==> src/rtl/pipeline_ctrl_pkg.sv <==
// Shared types and default constants for the pipeline stall/kill controller.
package pipeline_ctrl_pkg;

  typedef enum logic [1:0] {
    RUN        = 2'd0,
    DC_WAIT    = 2'd1,
    TRAP_DRAIN = 2'd2
  } pipe_ctrl_state_e;

  typedef enum logic [1:0] {
    PC_NONE   = 2'd0,
    PC_BRANCH = 2'd1,
    PC_TRAP   = 2'd2
  } pc_redirect_e;

  typedef struct packed {
    logic fetch;
    logic dec;
    logic exe;
    logic mem;
  } stall_t;

  typedef struct packed {
    logic fetch;
    logic dec;
    logic exe;
    logic mem;
    logic wb;
  } kill_t;

  localparam int DEF_TRAP_DRAIN_CYCLES = 2;
  localparam int DEF_MISS_TIMEOUT      = 256;
  localparam int DEF_PERF_W            = 32;

endpackage

==> src/rtl/pipeline_ctrl_if.sv <==
// Hazard/cache/trap inputs and stall/kill/redirect outputs of the pipeline controller.
interface pipeline_ctrl_if #(
  parameter int PERF_W = 32
);
  logic              load_to_use_hazard;
  logic              branch_taken;
  logic              exception_req;
  logic              icache_miss;
  logic              icache_fill_done;
  logic              dcache_miss;
  logic              dcache_fill_done;
  logic              stall_fetch;
  logic              stall_dec;
  logic              stall_exe;
  logic              stall_mem;
  logic              kill_fetch;
  logic              kill_dec;
  logic              kill_exe;
  logic              kill_mem;
  logic              kill_wb;
  logic [1:0]        redirect_sel;
  logic              miss_timeout;
  logic [PERF_W-1:0] stall_cycles;

  modport master (
    output load_to_use_hazard, branch_taken, exception_req, icache_miss,
           icache_fill_done, dcache_miss, dcache_fill_done,
    input  stall_fetch, stall_dec, stall_exe, stall_mem,
           kill_fetch, kill_dec, kill_exe, kill_mem, kill_wb,
           redirect_sel, miss_timeout, stall_cycles
  );

  modport slave (
    input  load_to_use_hazard, branch_taken, exception_req, icache_miss,
           icache_fill_done, dcache_miss, dcache_fill_done,
    output stall_fetch, stall_dec, stall_exe, stall_mem,
           kill_fetch, kill_dec, kill_exe, kill_mem, kill_wb,
           redirect_sel, miss_timeout, stall_cycles
  );
endinterface

==> src/rtl/pipeline_ctrl_sat_counter.sv <==
// Enable-gated up counter that holds at all-ones instead of wrapping.
module sat_counter #(
  parameter int WIDTH = 32
) (
  input  logic             clk,
  input  logic             rst_n,
  input  logic             i_en,
  output logic [WIDTH-1:0] o_count
);
  logic [WIDTH-1:0] r_count;

  always_ff @(posedge clk or negedge rst_n) begin
    if (!rst_n) begin
      r_count <= '0;
    end else if (i_en && (r_count != '1)) begin
      r_count <= r_count + WIDTH'(1);
    end
  end

  assign o_count = r_count;
endmodule

==> src/rtl/pipeline_ctrl.sv <==
// Stall/kill/redirect controller: Mealy decode in RUN, FSM for D-cache miss waits and trap drains.
module pipeline_ctrl
  import pipeline_ctrl_pkg::*;
#(
  parameter int TRAP_DRAIN_CYCLES = DEF_TRAP_DRAIN_CYCLES,
  parameter int MISS_TIMEOUT      = DEF_MISS_TIMEOUT,
  parameter int PERF_W            = DEF_PERF_W
) (
  input  logic            clk,
  input  logic            rst,
  pipeline_ctrl_if.slave  bus
);
  localparam int         MC_W       = (MISS_TIMEOUT > 1) ? $clog2(MISS_TIMEOUT) : 1;
  localparam logic [MC_W-1:0] MISS_LAST  = MC_W'(MISS_TIMEOUT - 1);
  localparam logic [3:0] DRAIN_INIT = 4'(TRAP_DRAIN_CYCLES - 1);

  pipe_ctrl_state_e r_state, w_state_next;
  logic             r_ic_outstanding;
  logic [3:0]       r_drain_cnt, w_drain_next;
  logic [MC_W-1:0]  r_miss_cnt, w_miss_next;
  logic             r_miss_timeout, w_timeout_set;
  stall_t           w_stall;
  kill_t            w_kill;
  pc_redirect_e     w_redirect;

  always_ff @(posedge clk or negedge rst) begin
    if (!rst) begin
      r_state          <= RUN;
      r_ic_outstanding <= 1'b0;
      r_drain_cnt      <= '0;
      r_miss_cnt       <= '0;
      r_miss_timeout   <= 1'b0;
    end else begin
      r_state     <= w_state_next;
      r_drain_cnt <= w_drain_next;
      r_miss_cnt  <= w_miss_next;
      if (w_timeout_set) r_miss_timeout <= 1'b1;
      // A new miss outranks a completing fill in the same cycle.
      if (bus.icache_miss)           r_ic_outstanding <= 1'b1;
      else if (bus.icache_fill_done) r_ic_outstanding <= 1'b0;
    end
  end

  always_comb begin
    w_state_next  = r_state;
    w_drain_next  = r_drain_cnt;
    w_miss_next   = r_miss_cnt;
    w_timeout_set = 1'b0;
    w_stall       = '0;
    w_kill        = '0;
    w_redirect    = PC_NONE;

    case (r_state)
      RUN: begin
        if (bus.exception_req) begin
          w_kill       = '1;
          w_redirect   = PC_TRAP;
          w_state_next = TRAP_DRAIN;
          w_drain_next = DRAIN_INIT;
        end else if (bus.dcache_miss) begin
          w_stall      = '1;
          w_state_next = DC_WAIT;
          w_miss_next  = '0;
        end else if (bus.branch_taken) begin
          w_kill.fetch = 1'b1;
          w_kill.dec   = 1'b1;
          w_redirect   = PC_BRANCH;
        end else if (bus.load_to_use_hazard) begin
          w_stall.fetch = 1'b1;
          w_stall.dec   = 1'b1;
          w_kill.dec    = 1'b1;
        end
      end
      DC_WAIT: begin
        w_stall     = '1;
        w_miss_next = r_miss_cnt + MC_W'(1);
        if (bus.dcache_fill_done) begin
          w_state_next = RUN;
        end else if (r_miss_cnt == MISS_LAST) begin
          w_timeout_set = 1'b1;
          w_kill        = '1;
          w_redirect    = PC_TRAP;
          w_state_next  = TRAP_DRAIN;
          w_drain_next  = DRAIN_INIT;
        end
      end
      TRAP_DRAIN: begin
        w_stall.fetch = 1'b1;
        w_kill        = '1;
        if (r_drain_cnt == 4'd0) w_state_next = RUN;
        else                     w_drain_next = r_drain_cnt - 4'd1;
      end
      default: w_state_next = RUN;
    endcase

    // Outstanding I-cache fill feeds bubbles into decode; the back-end keeps running.
    if (r_ic_outstanding) begin
      w_stall.fetch = 1'b1;
      w_kill.fetch  = 1'b1;
    end

    if (!rst) begin
      w_stall    = '0;
      w_kill     = '0;
      w_redirect = PC_NONE;
    end
  end

  assign bus.stall_fetch  = w_stall.fetch;
  assign bus.stall_dec    = w_stall.dec;
  assign bus.stall_exe    = w_stall.exe;
  assign bus.stall_mem    = w_stall.mem;
  assign bus.kill_fetch   = w_kill.fetch;
  assign bus.kill_dec     = w_kill.dec;
  assign bus.kill_exe     = w_kill.exe;
  assign bus.kill_mem     = w_kill.mem;
  assign bus.kill_wb      = w_kill.wb;
  assign bus.redirect_sel = w_redirect;
  assign bus.miss_timeout = r_miss_timeout;

  sat_counter #(
    .WIDTH (PERF_W)
  ) u_stall_cnt (
    .clk     (clk),
    .rst_n   (rst),
    .i_en    (w_stall.dec),
    .o_count (bus.stall_cycles)
  );
endmodule
==> src/flat_wrapper.sv <==
// flat-port wrapper written by rule: the top's interface ports become plain ports
module pipeline_ctrl_flat import pipeline_ctrl_pkg::*;
#(
  parameter int TRAP_DRAIN_CYCLES = DEF_TRAP_DRAIN_CYCLES,
  parameter int MISS_TIMEOUT      = DEF_MISS_TIMEOUT,
  parameter int PERF_W            = DEF_PERF_W
)
  (clk, rst, bus_load_to_use_hazard, bus_branch_taken, bus_exception_req, bus_icache_miss, bus_icache_fill_done, bus_dcache_miss, bus_dcache_fill_done, bus_stall_fetch, bus_stall_dec, bus_stall_exe, bus_stall_mem, bus_kill_fetch, bus_kill_dec, bus_kill_exe, bus_kill_mem, bus_kill_wb, bus_redirect_sel, bus_miss_timeout, bus_stall_cycles);
  pipeline_ctrl_if #(.PERF_W(PERF_W)) bus_i ();
  input  logic clk;
  input  logic rst;
  input wire logic [$bits(bus_i.load_to_use_hazard)-1:0] bus_load_to_use_hazard;
  input wire logic [$bits(bus_i.branch_taken)-1:0] bus_branch_taken;
  input wire logic [$bits(bus_i.exception_req)-1:0] bus_exception_req;
  input wire logic [$bits(bus_i.icache_miss)-1:0] bus_icache_miss;
  input wire logic [$bits(bus_i.icache_fill_done)-1:0] bus_icache_fill_done;
  input wire logic [$bits(bus_i.dcache_miss)-1:0] bus_dcache_miss;
  input wire logic [$bits(bus_i.dcache_fill_done)-1:0] bus_dcache_fill_done;
  output wire logic [$bits(bus_i.stall_fetch)-1:0] bus_stall_fetch;
  output wire logic [$bits(bus_i.stall_dec)-1:0] bus_stall_dec;
  output wire logic [$bits(bus_i.stall_exe)-1:0] bus_stall_exe;
  output wire logic [$bits(bus_i.stall_mem)-1:0] bus_stall_mem;
  output wire logic [$bits(bus_i.kill_fetch)-1:0] bus_kill_fetch;
  output wire logic [$bits(bus_i.kill_dec)-1:0] bus_kill_dec;
  output wire logic [$bits(bus_i.kill_exe)-1:0] bus_kill_exe;
  output wire logic [$bits(bus_i.kill_mem)-1:0] bus_kill_mem;
  output wire logic [$bits(bus_i.kill_wb)-1:0] bus_kill_wb;
  output wire logic [$bits(bus_i.redirect_sel)-1:0] bus_redirect_sel;
  output wire logic [$bits(bus_i.miss_timeout)-1:0] bus_miss_timeout;
  output wire logic [$bits(bus_i.stall_cycles)-1:0] bus_stall_cycles;
  assign bus_i.load_to_use_hazard = bus_load_to_use_hazard;
  assign bus_i.branch_taken = bus_branch_taken;
  assign bus_i.exception_req = bus_exception_req;
  assign bus_i.icache_miss = bus_icache_miss;
  assign bus_i.icache_fill_done = bus_icache_fill_done;
  assign bus_i.dcache_miss = bus_dcache_miss;
  assign bus_i.dcache_fill_done = bus_dcache_fill_done;
  assign bus_stall_fetch = bus_i.stall_fetch;
  assign bus_stall_dec = bus_i.stall_dec;
  assign bus_stall_exe = bus_i.stall_exe;
  assign bus_stall_mem = bus_i.stall_mem;
  assign bus_kill_fetch = bus_i.kill_fetch;
  assign bus_kill_dec = bus_i.kill_dec;
  assign bus_kill_exe = bus_i.kill_exe;
  assign bus_kill_mem = bus_i.kill_mem;
  assign bus_kill_wb = bus_i.kill_wb;
  assign bus_redirect_sel = bus_i.redirect_sel;
  assign bus_miss_timeout = bus_i.miss_timeout;
  assign bus_stall_cycles = bus_i.stall_cycles;
  pipeline_ctrl #(.TRAP_DRAIN_CYCLES(TRAP_DRAIN_CYCLES), .MISS_TIMEOUT(MISS_TIMEOUT), .PERF_W(PERF_W)) u_core (.clk(clk), .rst(rst), .bus(bus_i));
endmodule
==> config.mk <==
export PLATFORM = sky130hd
export DESIGN_NAME = pipeline_ctrl_flat
export DESIGN_NICKNAME = d
export VERILOG_FILES = /design/src/rtl/pipeline_ctrl_pkg.sv /design/src/rtl/pipeline_ctrl_if.sv /design/src/rtl/pipeline_ctrl_sat_counter.sv /design/src/rtl/pipeline_ctrl.sv /design/src/flat_wrapper.sv
export SDC_FILE = /design/constraint.sdc
export NUM_CORES = 1
export LEC_CHECK = 0
export CORE_MARGIN = 2
export CORE_UTILIZATION = 63
export CTS_CLUSTER_DIAMETER = 120
export DETAILED_ROUTE_END_ITERATION = 7
export DONT_BUFFER_PORTS = 1
export PLACE_DENSITY = 0.79
export SLEW_MARGIN = 10
export SYNTH_ARGS = -nofsm -noshare
export SYNTH_HDL_FRONTEND = slang
export SYNTH_SLANG_ARGS = --single-unit
export TNS_END_PERCENT = 100
==> constraint.sdc <==
create_clock -name clk -period 3 [get_ports clk]
set_input_delay 0.15 -clock clk [delete_from_list [all_inputs] [get_ports clk]]
set_output_delay 0.15 -clock clk [all_outputs]
set_load 0.01 [all_outputs]
After elaboration in Yosys (flattened, before gate mapping)

Cells that the tools add are included.

Logic and storage cells: 78
Register bits: 48

Add/sub/neg operators: 3
Reduce and logical (&&, ||, !) cells: 10
Muxes and demuxes: 46
Equal/unequal tests: 13

Operators by type and width:

| kind                  | number |
|---|---|
| $add 32x1->32 const B | 1 |
| $mux 2                | 16 |
| $ne 32x32->1 const B  | 1 |
| $mux 4                | 6 |
| $mux 8                | 2 |
| $pmux 8 s2            | 1 |
| $mux 5                | 3 |
| $pmux 5 s3            | 1 |
| $pmux 4 s3            | 1 |
| $mux 1                | 11 |
| $ne 2x2->1 const B    | 5 |
| $add 8x1->8 const B   | 1 |
| $eq 8x8->1 const B    | 1 |
| $pmux 2 s3            | 1 |
| $pmux 3 s2            | 1 |
| $reduce_and 3->1      | 2 |
| $reduce_and 5->1      | 1 |
| $logic_not 4->1       | 1 |
| $ne 2x1->1 const B    | 2 |
| $pmux 2 s2            | 1 |
| $reduce_bool 2->1     | 2 |
| $sub 4x1->4 const B   | 1 |
| $mux 3                | 1 |
| $ne 3x2->1 const B    | 1 |
| 8 further kinds       | 8 |

Depth between registers and ports, before layout

Gate-level depths: netlist of run 1.

Depth in word-level cells: 8
Depth in mapped cells: 8
Mapped depth without buffers: 7

Cells and area by module

Synthesis of run 1 repeated with hierarchy kept, for this count alone.

Cell total of the unflattened synthesis: 278
Area, all modules: 2751.4 um^2

By module, submodules not included:

| module        | cells an instance | area each (um^2) | times used |
|---|---|---|---|
| sat_counter   | 151               | 1624.1           | 1 |
| pipeline_ctrl | 127               | 1127.3           | 1 |

Worst setup path after synthesis of run 1

OpenSTA, ideal clock, no wires.

Path type: flip-flop to flip-flop
Start point: reg u_core.r_state[1]
End point: reg u_core.u_stall_cnt.r_count[20], in the netlist u_core.u_stall_cnt.o_count[20]
Setup time: 0.079 ns
Buffers on the path: 1
Clock period less this slack: 2.180 ns
Setup slack: 0.820 ns
Stages on the path, launching flop included: 9
Arrival: 2.101 ns
Cells stage by stage: dfrtp_1 -> inv_1 -> ha_1 -> and2b_1 -> o221ai_1 -> or4_1 -> buf_4 -> nor4_2 -> xor2_1

Word-level cells in the longest chain between the ends: 4

RTL lines:

| element                                       | RTL line                        | RTL |
|---|---|---|
| from (decl)                                   | pipeline_ctrl.sv:17             | `pipe_ctrl_state_e r_state, w_state_next;` |
| from (signal assigned)                        | pipeline_ctrl.sv:34             | `r_state <= w_state_next;` |
| $eq 2x1->1 or $logic_not 2->1 (tied branches) | pipeline_ctrl.sv:53             | `case (r_state)` |
| $pmux 3 s2 *                                  | pipeline_ctrl.sv:53             |  |
| $mux 4 *                                      | pipeline_ctrl.sv:102            | `if (!rst) begin` |
| $logic_and 1x1->1 *                           | pipeline_ctrl_sat_counter.sv:15 | `end else if (i_en && (r_count != '1)) begin` |
| to (signal assigned)                          | pipeline_ctrl_sat_counter.sv:16 | `r_count <= r_count + WIDTH'(1);` |
| to (decl)                                     | pipeline_ctrl_sat_counter.sv:10 | `logic [WIDTH-1:0] r_count;` |

Mark *: on every way between the ends. The rest lies on a longest branch, timed or not.
A chain may end at the register's enable or synchronous reset.

Worst setup path after layout of run 1

Start point: reg u_core.u_stall_cnt.r_count[0], in the netlist u_core.u_stall_cnt.o_count[0]
End point: reg u_core.u_stall_cnt.r_count[31], in the netlist u_core.u_stall_cnt.o_count[31]

Word-level cells in the longest chain between the ends: 2

RTL lines:

| element |
|---|
| parallel branches: the longest is 2 deep, another holds $add 32x1->32 |

Several ways; the timed one is not identified.

==> results.yml, run 1 <==
pwr:
  pwr-share-comb_pct: 27.4
  pwr-share-clk_pct: 26.8
  seq_power_share_pct: 45.8
  power.switching_uw: 620
  p_sw_share_pct: 35.1
  p_int_mw: 1.15
  ir_worst_vdd_uv: 340
  powerDensity_nw_per_um2: 626
  p_leak_nw: 1.29
worst_setup_path:
  rrSetupSlack_ps: 470
  cp_cell_sequence: "ha_1 -> nand2_2 -> nor4_1 -> nand4_1 -> nand4_1 -> xnor2_1"
  path_delay_family: "simple AND/OR/NAND/NOR gates"
  r2r-end: "u_core.u_stall_cnt.o_count[31]"
  critPathSlowestCell: "nand4_1"
  timing.rr.start: "u_core.u_stall_cnt.o_count[0]"
  rr_worst_depth: 6
  cpMostUsedCell: "nand4_1"
  worstPathArrival_ps: 2780
  worstPathRequired_ps: 3250
  worstSetupEndpointType: "flip-flop"
  worstPathBufferInverterCount: 0
  path_max_fanout: 15
  worst_setup_path_start_kind: "flip-flop"
  cpPeakStageDelay_ps: 680
  path_class: "flip-flop to flip-flop"
place:
  place_ws_ps: 546
  hpwlAfterDp_um: 3630
  gp_congestion: 0.790
  port_buffers: 0
  post_dp_cell_area_um2: 2650
logic_synthesis:
  synth_seq_cells: 48
  async_reset_ff_share_pct: 100
  syn_nets: 280
  synth_cell_type_count: 52
  syn_area_um2: 2630
  yosysSeqAreaShare_pct: 45.7
  synth_edf_count: 0
  syn_inst: 264
  postSynthAreaPerCell_um2: 9.96
  synth_flop_cell: "dfrtp_1"
  yosysWarnings: 0
routing:
  wl_per_cell_um: 16.9
  via_per_inst: 6.22
  ant_nets: 0
  finalWirelength_um: 5400
  firstDrtPassIters: 4
  drc: 0
  drt-initial-drc-count: 142
  vias: 1983
timing:
  period_share_pct: 84.5
  drv_slew: 0
  layout_min_cycle_time_ps: 2530
  rsz0062_at_grt: "false"
  finalHoldViolations: 0
  fin_tns_setup_ps: 0
  skew_ps: 11.2
  worst_slew_pin_slew_ps: 724
  setup_ws_ps: 466
  finalSetupViolCount: 0
  fmax_ghz: 0.395
  max_slew_margin_pct: 51.6
hold_path:
  hold_path.class: "primary input to flip-flop"
  hp-start: "bus_dcache_miss"
  hold_depth: 2
  hold_end: "u_core.r_state[0]"
clocking:
  numCtsBuffers: 5
  hold_buffers: 4
  post_cts_resized: 0
  cts_tree: "built"
  h-tree-depth: 2
  cts.path.max_buffers: 2
  cts_sinks: 48
  root_buffer: "clkbuf_8"
  clk_latency_ps: 310
  postCtsSetupBuffers: 0
  path_clk_slew_ps: 100
job:
  drv_cap: 0
grt:
  grt_max_degree: 49
  antenna_found_initial: 0
  grt_pass1_wl_um: 8850
  overflow: 0
  grt_pass1_vias: 1936
  grt_usage_pct: 25.3
die:
  die_h_um: 68.6
  die_area_um2: 4710
  initial_core_util_pct: 65.7
  core_area_um2: 4000
  pin_count: 53
  rows: 23
  dieWidth_um: 68.6
cells_and_area:
  final_area_um2: 2820
  final_cell_mix: "48 x dfrtp_1, 23 x nand2_1, 19 x xor2_1, 17 x nand4_1"
  antennaDiodeCount: 0
  layout-area-overhead-vs-synth_pct: 7.33
  nets: 284
  drive_above_1_share_pct: 7.81
  final_common_cell: "dfrtp_1"
outcome:
  status: "finished, final reports clean"
-- registers in the layout, summed over array words and instances, names as in the netlist --
register	count
u_core.bus.miss_timeout	1
u_core.r_drain_cnt	4
u_core.r_ic_outstanding	1
u_core.r_miss_cnt	8
u_core.r_state	2
u_core.u_stall_cnt.o_count	32
-- routing by layer --
| metal | share of wire (%) | GRT usage [%] | up-vias |
|---|---|---|---|
| met5 | 0 | 0 | - |
| met4 | 1.9 | 9.25 | 0 |
| met3 | 7.2 | 8.44 | 12 |
| met2 | 47 | 39.2 | 61 |
| met1 | 44 | 33.0 | 971 |
| li1 | - | - | 939 |
-- kinds of logic (layout without fill, tap and decap cells) --
family                   after synthesis  after routing  share of synthesized area, %
AO/OA/AOI/OAI                         29             29                          7.42
multiplexers                           3              3                          1.24
AND/OR/NAND/NOR                      119            119                          26.8
flip-flops                            48             48                          45.7
buffers and inverters                 23             28                          3.90
XOR/XNOR                              35             35                          11.7
adder cells (fa/ha/maj)                7              7                          3.33
-- power by group through the flow --
stage               clock network [mW]  registers [mW]  logic (mW)
floorplan                            0           0.802       0.387
detailed placement                   0           0.821       0.452
CTS                              0.482           0.808       0.477
finish                           0.473           0.809       0.484
global route                     0.509           0.822       0.546
global placement                     0           0.819       0.437
-- cell usage after synthesis (7+ instances only) --
master	count	area, µm²
dfrtp_1	48	1200
ha_1	7	87.6
inv_1	15	56.3
nand2_1	23	86.3
nand3_1	11	55.1
nand4_1	17	106
nor2_1	16	60.1
nor3_1	9	45.0
xnor2_1	16	140
xor2_1	19	166
-- per-stage QoR --
stage | hold slack [ps] | power [mW] | instances | util, %
final | 39.3 | 1.77 | 319 | 70.6
after global routing | 50.4 | 1.88 | 319 | 70.6
after CTS | 38.4 | 1.77 | 319 | 70.6
after detailed placement | -144 | 1.27 | 307 | 66.3
after global placement | -144 | 1.26 | 307 | 66.3
after floorplan | -146 | 1.19 | 264 | -
-- worst max-delay path by stage --
stage	from	to	slack, ps	depth (start not counted)
global placement	u_core.r_state[1]	u_core.u_stall_cnt.o_count[28]	590	7
floorplan	u_core.r_state[1]	u_core.u_stall_cnt.o_count[20]	820	8
global route	u_core.u_stall_cnt.o_count[0]	u_core.u_stall_cnt.o_count[31]	180	6
CTS	u_core.r_state[1]	u_core.u_stall_cnt.o_count[30]	520	7
detailed placement	u_core.r_state[1]	u_core.u_stall_cnt.o_count[30]	550	7
finish	u_core.u_stall_cnt.o_count[0]	u_core.u_stall_cnt.o_count[31]	470	6
-- layout make-up --
class | count | area, µm²
Tap cell | 50 | 62.6
Clock inverter | 3 | 42.5
Timing Repair Buffer | 5 | 65.1
Clock buffer | 5 | 68.8
Inverter | 15 | 56.3
Multi-Input combinational cell | 193 | 1330
Fill cell | 308 | 1180
Sequential cell | 48 | 1200
(Power assumes the default switching activity.)
==> inputs of run 2 (changes only) <==
- ABC_AREA: unset -> 1
- CORE_UTILIZATION: 63 -> 64
- PLACE_DENSITY: 0.79 -> 0.8
- clock period: 3 -> 2.47 ns (I/O delays scaled with it)
==> results.yml, run 2 <==
outcome:
  status: "finished, final reports clean"
grt:
  antenna_found_initial: 0
  grt_usage_pct: 27.0
  grt_pass1_vias: 2555
  grt_max_degree: 49
  overflow: 0
  grt_pass1_wl_um: 11800
logic_synthesis:
  synth_area_leaders: "dfrtp_1 36%, nand2_1 25%, nor2_1 7.5%"
  synth.most_common_cell: "nand2_1"
  yosysSeqAreaShare_pct: 36.3
  synth_cell_type_count: 28
  async_reset_ff_share_pct: 100
  syn_inst: 504
  postSynthAreaPerCell_um2: 6.56
  synth_flop_cell: "dfrtp_1"
  syn_nets: 520
  synth_top_cell_by_area: "dfrtp_1"
  synth_edf_count: 0
  synth_top_area_share_pct: 36.3
  synthTopCellsByCount: "220 x nand2_1, 66 x nor2_1, 51 x inv_1"
  syn_area_um2: 3310
  yosysWarnings: 0
  synth_seq_cells: 48
timing:
  hold_ws_ps: 38.5
  worst_slew_pin_slew_ps: 482
  fin_tns_setup_ps: 0
  rsz0062_at_grt: "false"
  finalHoldViolations: 0
  period_share_pct: 82.6
  finalSetupViolCount: 0
  layout_min_cycle_time_ps: 2040
  max_slew_margin_pct: 67.9
  fmax_ghz: 0.490
  drv_slew: 0
  skew_ps: 11.2
routing:
  ant_nets: 0
  drt-initial-drc-count: 206
  via_per_inst: 5.12
  vias: 2948
  finalWirelength_um: 7210
  drc: 0
  firstDrtPassIters: 5
  wl_per_cell_um: 12.5
worst_setup_path:
  worstPathBufferInverterCount: 3
  worst_setup_path_start_kind: "flip-flop"
  path_delay_family: "simple AND/OR/NAND/NOR gates"
  critPathSlowestCell: "dfrtp_1"
  cpMostUsedCell: "nand2_1"
  path_class: "flip-flop to flip-flop"
  worstPathArrival_ps: 2290
  cp_cell_sequence: "inv_1 -> ha_1 -> inv_2 -> nor2_4 -> nand3_2 -> a21oi_4 -> nand2_8 -> inv_6 -> nand2_1 -> nand2_1"
  path_max_fanout: 34
  worstSetupEndpointType: "flip-flop"
  rrSetupSlack_ps: 430
  cpPeakStageDelay_ps: 410
  worstPathRequired_ps: 2720
job:
  drv_cap: 0
clocking:
  h-tree-depth: 2
  root_buffer: "clkbuf_8"
  numCtsBuffers: 5
  post_cts_resized: 0
  path_clk_slew_ps: 90
  cts_tree: "built"
  cts_sinks: 48
  cts.path.max_buffers: 2
  clk_latency_ps: 310
cells_and_area:
  layout-area-overhead-vs-synth_pct: 4.20
  antennaDiodeCount: 0
  final_common_cell: "nand2_1"
  largest_reg_flops: 32
  drive_above_1_share_pct: 6.13
  final_cell_mix: "220 x nand2_1, 66 x nor2_1, 51 x inv_1, 48 x dfrtp_1, 25 x nand3_1"
  nets: 522
pwr:
  ir_worst_vdd_uv: 645
  p_leak_nw: 1.70
  powerDensity_nw_per_um2: 654
die:
  die_h_um: 75.9
  die_area_um2: 5760
  core_area_um2: 5040
  dieWidth_um: 75.9
  initial_core_util_pct: 65.6
  pin_count: 53
  rows: 26
place:
  hpwlAfterDp_um: 5330
  port_buffers: 0
  gp_congestion: 0.904
hold_path:
  hold_path.class: "primary input to flip-flop"
-- run 2: cell count changes in the layout (fill, tap and decap cells not counted), sizes merged, moves of 7 or more --
| cell | before | now |
|---|---|---|
| xor2 | 19 | 6 |
| nor4 | 8 | 0 |
| nand3 | 11 | 26 |
| nand2 | 24 | 234 |
| nor3 | 13 | 5 |
| nand4 | 17 | 4 |
| inv | 15 | 54 |
| o21ai | 7 | 17 |
| xnor2 | 16 | 9 |
| nor2 | 16 | 71 |
-- run 2: final timing paths --
check	startpoint	end	cells after the start
setup / recovery	u_core.r_state[0]	u_core.u_stall_cnt.o_count[13]	10
hold / removal	rst	u_core.u_stall_cnt.o_count[24]	3
setup reg to reg	u_core.r_state[0]	u_core.u_stall_cnt.o_count[13]	10
hold reg to reg	u_core.r_drain_cnt[1]	u_core.r_drain_cnt[1]	2
max in group asynchronous	rst	u_core.u_stall_cnt.o_count[23]	2
min in group asynchronous	rst	u_core.r_miss_cnt[4]	2
-- run 2: cells by family (layout without fill, tap and decap cells) --
family / after synthesis / in the layout / synth area share [%]
fa+ha+maj: 7 / 7 / 2.65
flops: 48 / 48 / 36.3
compound gates: 30 / 30 / 4.96
simple gates: 341 / 341 / 43.3
buf+inv: 63 / 65 / 8.82
xor+xnor: 15 / 15 / 3.97
-- run 2: layout make-up --
type                    instances  area (µm²)
multi-input cells             393        1810
clock inverters                 1        5.00
well taps                      70        87.6
clock buffers                   6        72.6
inverters                      54         208
flip-flops and latches         48        1200
fillers                       484        1600
repair buffers                  4        57.6
-- run 2: metal layers --
layer	part of all wire, %	GRT usage (%)
met4	0.90	6.04
met1	48	40.1
met5	0	0
met3	6.8	6.61
met2	44	39.7
-- run 2: worst register-to-register path: cells and delay by family, from the launching register on --
kind            cells  cell delay (ps)
simple gates        5              620
buf+inv             3              440
flops               1              410
compound gates      1              300
fa+ha+maj           1              210
-- run 2: per-stage QoR --
step           instances  area [µm²]  worst slack [ps]  power (mW)  utilization [%]
2_1_floorplan        504        3310               787        1.70                -
3_3_place_gp         565        3310               491        1.76             65.7
3_5_place_dp         565        3310               449        1.79             65.7
4_1_cts              576        3450               427        2.26             68.3
5_1_grt              576        3450               244        2.44             68.3
6_report             576        3450               430        2.25             68.3
-- run 2: power by group --
part,internal [mW],total [mW],switching [mW]
sequential,0.882,1.01,0.130
clock,0.193,0.456,0.263
combinational,0.252,0.784,0.532
total,1.33,2.25,0.925
-- run 2: what timing repair did --
action | 4_1_cts | 5_1_grt
endpoints found under the hold margin | 49 | 0
hold buffers | 4 | 0
endpoints found under the setup margin | 0 | 0
buffers inserted | 0 | 0
==> inputs of run 3 (changes only) <==
- ABC_AREA: 1 -> 0
- CORE_UTILIZATION: 64 -> 57
- PLACE_DENSITY: 0.8 -> 0.75
- clock period: 2.47 -> 1.7 ns (I/O delays scaled with it)
==> results.yml, run 3 (synthesis gave the netlist of run 1 again) <==
timing:
  finalHoldViolations: 0
  drv_slew: 0
  skew_ps: 8.69
  period_share_pct: 137
  fin_tns_setup_ps: -20120
  layout_min_cycle_time_ps: 2330
  worst_slew_pin_slew_ps: 526
  hold_ws_ps: 129
  max_slew_margin_pct: 64.6
  setup_ws_ps: -633
  rsz0062_at_grt: "true"
  fmax_ghz: 0.429
  finalSetupViolCount: 57
worst_setup_path:
  critPathSlowestCell: "or4_4"
  crit_end: "u_core.u_stall_cnt.o_count[20]"
  cp.depth: 8
  worstPathRequired_ps: 1920
  path_delay_family: "simple AND/OR/NAND/NOR gates"
  cp_cell_sequence: "inv_2 -> ha_4 -> and2b_2 -> o221ai_4 -> or4_4 -> buf_12 -> nor4_4 -> xor2_1"
  startpoint: "u_core.r_state[0]"
  worstSetupEndpointType: "flip-flop"
  rrSetupSlack_ps: -630
  worstPathBufferInverterCount: 2
  cpPeakStageDelay_ps: 580
  path_class: "flip-flop to flip-flop"
  path_max_fanout: 8
  timing.rr.start: "u_core.r_state[0]"
  rr_worst_depth: 8
  worst_setup_path_start_kind: "flip-flop"
  worstPathArrival_ps: 2560
  r2r-end: "u_core.u_stall_cnt.o_count[20]"
cells_and_area:
  stdcell_count: 432
  final_common_cell: "buf_4"
  layout-area-overhead-vs-synth_pct: 61.8
  antennaDiodeCount: 0
  drive_above_1_share_pct: 51.3
  largest_reg_flops: 32
  fillCellCount: 87
  final_cell_mix: "84 x buf_4, 43 x dfrtp_1, 23 x buf_6, 20 x nand2_1, 18 x xor2_1"
  nets: 395
outcome:
  violations: "setup timing"
  status: "complete, but fails checks"
place:
  gp_congestion: 0.854
  place_ws_ps: -443
  dp_cells: 393
  hpwlAfterDp_um: 4930
  port_buffers: 0
die:
  initial_core_util_pct: 59.6
  rows: 24
  dieWidth_um: 71.9
  core_area_um2: 4410
  die_area_um2: 5170
  pin_count: 53
  die_h_um: 71.9
pwr:
  p_sw_share_pct: 39.9
  p_leak_nw: 1.98
  ir_worst_vdd_uv: 979
  powerDensity_nw_per_um2: 1100
  seq_power_share_pct: 29.9
  power.switching_mw: 1.86
  p_total_mw: 4.67
  pwr-share-clk_pct: 16.3
  p_int_mw: 2.81
  pwr-share-comb_pct: 53.8
clocking:
  root_buffer: "clkbuf_8"
  path_clk_slew_ps: 100
  cts_tree: "built"
  cts.path.max_buffers: 2
  h-tree-depth: 2
  cts_sinks: 48
  numCtsBuffers: 5
  clk_latency_ps: 310
routing:
  finalWirelength_um: 12300
  drt-initial-drc-count: 505
  drc: 0
  vias: 3057
  via_per_inst: 7.08
  wl_per_cell_um: 28.4
  ant_nets: 0
  firstDrtPassIters: 7
job:
  drv_cap: 0
grt:
  grt_max_degree: 49
  grt_usage_pct: 37.8
  antenna_found_initial: 0
  grt_pass1_wl_um: 14800
  overflow: 0
  grt_pass1_vias: 2907
hold_path:
  hold_path.class: "primary input to flip-flop"
## run 3: layer usage
layer	wire (µm)	GRT usage [%]	vias to the layer above
li1	-	-	1161
met1	4110	44.9	1452
met2	5720	63.6	320
met3	1350	9.58	124
met4	1080	19.7	0
met5	0	0	-
## run 3: worst min-delay path: stages
cell and delay [ps]:
a22oi_1 80, o22ai_1 190, a21oi_1 60
## run 3: worst min-delay path by stage
stage                               startpoint                      end  slack, ps  cells past startpoint
after floorplan                            rst  u_core.bus.miss_timeout       -210                      0
after global placement                     rst    u_core.r_drain_cnt[0]       -210                      0
after detailed placement                   rst    u_core.r_drain_cnt[0]       -210                      0
after CTS                 bus_dcache_fill_done        u_core.r_state[0]         60                      2
after global routing      bus_dcache_fill_done        u_core.r_state[0]        120                      2
final                          bus_dcache_miss        u_core.r_state[1]        130                      3
## run 3: metrics by stage
step | cell area [µm²] | utilization (%)
floorplan | 2750 | -
global placement | 3390 | 76.9
detailed placement | 3390 | 76.9
CTS | 3990 | 90.4
global route | 4250 | 96.4
finish | 4250 | 96.4
## run 3: area by class of cell
class                      count  area [µm²]  share of cell area, %
multi-input combinational    193        1800                   42.3
sequential                    48        1210                   28.4
timing repair buffer         116        1020                   24.0
clock buffer                   6        82.6                   1.94
tap                           52        65.1                   1.53
inverter                      15        62.6                   1.47
clock inverter                 2        15.0                  0.353
## run 3: power groups by stage
stage                     combinational, mW  sequential [mW]  clock, mW
after floorplan                       0.783             1.42          0
after global placement                 1.36             1.36          0
after detailed placement               1.41             1.37          0
after CTS                              1.94             1.36      0.743
after global routing                   2.58             1.39      0.800
final                                  2.51             1.40      0.759
## run 3: timing repair
action | CTS | global route
hold buffers | 6 | 0
setup endpoints to repair | 51 | 55
gates resized for setup | 73 | 45
setup buffers | 17 | 15
pin swaps | 36 | 36
hold endpoints to repair | 51 | 0
